**src/rtl/program_run_ctrl.sv**
```systemverilog
// Run controller in front of the single-cycle core: sequences core reset, then
// watches the PC for a checkpoint, end of program and the watchdog.
module program_run_ctrl #(
    parameter int unsigned WDOG_LIMIT = 255,
    parameter int unsigned RST_CYCLES = 2
) (
    input  logic        CLK,
    input  logic        resetl,
    input  logic        start,
    input  logic [63:0] start_pc_in,
    input  logic [63:0] end_pc,
    input  logic [63:0] chk_pc,
    input  logic [63:0] chk_value,
    input  logic [63:0] final_value,
    input  logic [63:0] currentpc,
    input  logic [63:0] MemtoRegOut,
    output logic        cpu_resetl,
    output logic [63:0] startpc,
    output logic        busy,
    output logic        done,
    output logic        pass,
    output logic        timeout,
    output logic        chk_fail,
    output logic [15:0] cycle_count,
    output logic [1:0]  dbg_state    // 0 IDLE, 1 RST, 2 RUN, 3 DONE
);

    typedef enum logic [1:0] {
        S_IDLE = 2'd0,
        S_RST  = 2'd1,
        S_RUN  = 2'd2,
        S_DONE = 2'd3
    } state_t;

    localparam int unsigned RCW = (RST_CYCLES > 1) ? $clog2(RST_CYCLES) : 1;
    localparam logic [RCW-1:0] RST_LAST = RCW'(RST_CYCLES - 1);
    localparam logic [15:0]    WDOG_LAST = 16'(WDOG_LIMIT - 1);

    state_t          state, state_n;
    logic [RCW-1:0]  rst_cnt, rst_cnt_n;
    logic [15:0]     cnt_n;
    logic [63:0]     spc_n;
    logic            chk_seen, seen_n, fail_n, pass_n, to_n;
    logic            pc_hit, pc_end, wdog_hit;

    assign pc_hit    = (currentpc == chk_pc);
    assign pc_end    = (currentpc >= end_pc);
    assign wdog_hit  = (cycle_count == WDOG_LAST);
    assign dbg_state = state;

    // start is a one-cycle request with no ready: it is accepted only in
    // IDLE or DONE and silently dropped while a run is in progress.
    always_comb begin
        state_n   = state;
        rst_cnt_n = rst_cnt;
        cnt_n     = cycle_count;
        spc_n     = startpc;
        seen_n    = chk_seen;
        fail_n    = chk_fail;
        pass_n    = pass;
        to_n      = timeout;
        case (state)
            S_IDLE, S_DONE: begin
                if (start) begin
                    state_n   = S_RST;
                    spc_n     = start_pc_in;
                    rst_cnt_n = '0;
                    cnt_n     = '0;
                    seen_n    = 1'b0;
                    fail_n    = 1'b0;
                    pass_n    = 1'b0;
                    to_n      = 1'b0;
                end
            end
            S_RST: begin
                if (rst_cnt == RST_LAST) begin
                    state_n = S_RUN;
                end else begin
                    rst_cnt_n = rst_cnt + 1'b1;
                end
            end
            S_RUN: begin
                // Checkpoint is folded in first so the terminating edge sees it.
                if (pc_hit) begin
                    seen_n = 1'b1;
                    if (MemtoRegOut != chk_value) fail_n = 1'b1;
                end
                if (pc_end) begin
                    state_n = S_DONE;
                    to_n    = 1'b0;
                    pass_n  = seen_n & ~fail_n & (MemtoRegOut == final_value);
                end else if (wdog_hit) begin
                    state_n = S_DONE;
                    to_n    = 1'b1;
                    pass_n  = 1'b0;
                    cnt_n   = cycle_count + 16'd1;
                end else begin
                    cnt_n = cycle_count + 16'd1;
                end
            end
            default: state_n = S_IDLE;
        endcase
    end

    always_ff @(posedge CLK or negedge resetl) begin
        if (!resetl) begin
            state       <= S_IDLE;
            rst_cnt     <= '0;
            cycle_count <= '0;
            startpc     <= '0;
            chk_seen    <= 1'b0;
            chk_fail    <= 1'b0;
            pass        <= 1'b0;
            timeout     <= 1'b0;
            cpu_resetl  <= 1'b0;
            busy        <= 1'b0;
            done        <= 1'b0;
        end else begin
            state       <= state_n;
            rst_cnt     <= rst_cnt_n;
            cycle_count <= cnt_n;
            startpc     <= spc_n;
            chk_seen    <= seen_n;
            chk_fail    <= fail_n;
            pass        <= pass_n;
            timeout     <= to_n;
            cpu_resetl  <= (state_n == S_RUN);
            busy        <= (state_n == S_RST) || (state_n == S_RUN);
            done        <= (state_n == S_DONE);
        end
    end

endmodule
```
**config.mk**
```make
export PLATFORM = sky130hd
export DESIGN_NAME = program_run_ctrl
export DESIGN_NICKNAME = d
export VERILOG_FILES = /design/src/rtl/program_run_ctrl.sv
export SDC_FILE = /design/constraint.sdc
export NUM_CORES = 1
export LEC_CHECK = 0
export ABC_AREA = 1
export ABC_CLOCK_PERIOD_IN_PS = 4400
export CORE_AREA = 2 2 210 212
export CTS_CLUSTER_SIZE = 12
export DETAILED_ROUTE_END_ITERATION = 16
export DIE_AREA = 0 0 212 214
export RECOVER_POWER = 25
export SYNTH_ARGS = -nofsm -noshare
export SYNTH_HDL_FRONTEND = slang
export SYNTH_SLANG_ARGS = --single-unit
```
**constraint.sdc**
```tcl
create_clock -name CLK -period 4.4 [get_ports CLK]
set_input_delay 0.88 -clock CLK [delete_from_list [all_inputs] [get_ports CLK]]
set_output_delay 0.88 -clock CLK [all_outputs]
set_load 0.02 [all_outputs]
```
==> reports/summary.txt <==
run status = finished with violations
failing checks = capacitance limit, slew limit
post-cts resize count = 0
post-synthesis sequential area ratio = 23.47%
Worst Setup EP = busy
count leader, synth = nand2_1
TritonCTS clock tree = done
Clock transition at path regs = 0.07 ns
Post-synth top cells = nand2_1, inv_1, nor2_1, dfrtp_1, ha_1
synthesized flop and latch total = 90
Num CTS Buffers = 9
top_reg_cell synth = dfrtp_1
setup_tns = 0 ns
Sw Ratio = 41.34%
Total Wirelength = 43,990 µm
Area Overhead vs Synth = 66.60%
net switching power figure = 2.071 mW
initial core utilization = 22.38%
DP Wirelength = 38,410 µm
DRC = 0
clk_lat worst skew = 0.36 ns
hold buffers post-CTS = 0
vias per cell = 4.132
CP Capture Type = register
worst clock skew = 0.01193 ns
Port-buffer cells = 538
CP Launch Type = input port
die area = 0.04537 mm²
r2r worst-path depth = 15
syn_nets = 2,167
via count = 11.49k
fmax = 330.4 MHz
dominant cell type by area after synthesis = nand2_1
Global Route Usage Sum = 18.90%
Post-Syn Area = 0.009597 mm²
Cells after Synth = 1,647
Post CTS Setup Buffer Count = 0
Yosys top cell area share = 26.83%
Placer Congestion = 1.019
die height = 214 µm
I/O pin count = 539
total chip power = 5.010 mW
Final Max Tran Viols = 81
number of synthesized flops with an enable pin = 0
antenna viol nets, final = 0
Cell variety after synth = 43
RR Startpoint = dbg_state[0]
CTS Sinks = 90
crit share post-route = 68.78%
final non-filler cell area = 0.01599 mm²
core area = 0.04289 mm²
yosys warns = 0
Setup violations, final = 0
Final WS setup = 1.374 ns
initial antenna violation count = 10
proportion of power drawn by combinational gates = 56.3%
row count = 76
first-pass GRT wire length = 65,030 µm
H-tree levels = 3
worst slack, placed = 0.9594 ns
Worst EP arrival = 3.32 ns
CP Max Fanout = 3
largest net degree at the start of global routing = 81
number of global-route vias before repair = 11.42k
# nets final = 2,702
Crit Path Class = in -> reg
PD cells = 313.4 mW/mm²
Iteration-0 DRC Markers = 401
setup repair after global routing missed its margin = no
1st-pass router iterations = 4
Hold Crit Class = reg -> reg
top cells by area, synth = nand2_1, dfrtp_1, inv_1, ha_1, nor2_1
CTS root buffer = clkbuf_16
Reg power frac = 26.3%
Clock Power Share = 17.3%
Worst R2R End = pass
Post-synth ARST share = 100.0%
Critical Path Start = currentpc[35]
Remaining Overflow, GRT = 0
Slew HR = -36.74%
Worst VDD drop = 0.3419 mV
die width = 212 µm
Int Pwr = 2.939 mW
post-placement cell area = 0.01564 mm²
Lkg Pwr = 8.221 nW
reg2reg setup slack = 2.04 ns
hold violation count in the final report = 0
Max-Cap Viols = 1
Final Hold Slack = 0.4745 ns
Least-Margin Pin Slew = 2.051 ns
share of cells above drive strength 1 = 3.429%
Critical Path RT = 4.69 ns
fin crit period = 3.026 ns
drt wl/cell = 15.82 µm
Bufs on Longest Clock Path = 2
Avg Cell Area, Syn = 5.827 µm²
## kinds of logic (layout without fill, tap and decap cells)
group           Yosys count  in the layout  synth area share, %
flops                    90             90                23.47
other cells               0              9                    0
xor+xnor                 87             87                7.940
compound gates           95             95                5.880
simple gates            975            975                40.34
buf+inv                 331            871                13.38
fa+ha+maj                69             69                8.996
## placed cells by master, fill, tap and decap left out, types with 15 or more instances in the layout
master           count
nand2_1            685
nand2_2             20
nor2_1             214
xnor2_1             43
o21ai_0             29
inv_1              311
a21oi_1             34
nand3_1             21
dfrtp_1             90
ha_1                69
o21ai_2             15
clkdlybuf4s50_1    537
xor2_1              44
## metal layers
metal / routed length (µm) / up-vias / GRT usage [%] / share of wire, %
met1: 17070 / 5065 / 20.07 / 39
met2: 21410 / 393 / 34.01 / 49
met3: 3340 / 81 / 4.970 / 7.6
met4: 2157 / 4 / 9.812 / 4.9
met5: 21 / - / 0 / 0.048
li1: - / 5949 / - / -
## cell type report
class / instances / area [µm²]
inverter: 313 / 1175
sequential: 90 / 2252
clock buffer: 10 / 239.0
timing repair buffer: 542 / 5410
antenna: 9 / 22.52
multi-input combinational: 1226 / 6063
clock inverter: 6 / 93.84
tap: 585 / 732.0
fill: 4573 / 26900
## sequential cells by signal, indices dropped and copies added, names as in the netlist
register     cells
busy             1
cpu_resetl       1
cycle_count     16
timeout          1
startpc         64
chk_fail         1
done             1
rst_cnt          1
dbg_state        2
chk_seen         1
pass             1
## worst min-delay path by stage
stage	start	to	slack, ns	cells after the start
2_1_floorplan	rst_cnt	rst_cnt	0.48	2
3_3_place_gp	startpc[59]	startpc[59]	0.46	2
3_5_place_dp	startpc[54]	startpc[54]	0.46	2
4_1_cts	startpc[55]	startpc[55]	0.48	2
5_1_grt	startpc[30]	startpc[30]	0.50	2
6_report	startpc[55]	startpc[55]	0.47	2
## worst max-delay path, stage by stage
cell             delay (ns)
clkdlybuf4s50_1        0.56
ha_1                   0.28
a21oi_1                0.20
o21ai_0                0.12
buf_4                  0.15
nand2_1                0.05
nand3_1                0.06
nand2_1                0.06
nand2_1                0.05
nor2_2                 0.17
nand2_4                0.09
nand2_4                0.09
nand2_1                0.06
o21ai_1                0.15
ha_1                   0.29
inv_1                  0.05
## power groups by stage
| stage | Clock [mW] | Sequential, mW | Combinational, mW |
|---|---|---|---|
| global placement | 0 | 1.32 | 2.82 |
| CTS | 0.890 | 1.32 | 2.86 |
| finish | 0.869 | 1.32 | 2.82 |
| detailed placement | 0 | 1.32 | 2.85 |
| floorplan | 0 | 1.69 | 1.09 |
| global route | 0.922 | 1.36 | 3.10 |
## through the flow
step | utilization [%] | std cells
after floorplan | - | 1647
after global placement | 36.46 | 2756
after detailed placement | 36.46 | 2756
after CTS | 37.23 | 2772
after global routing | 37.27 | 2779
final | 37.28 | 2781
(Power assumes the default switching activity.)
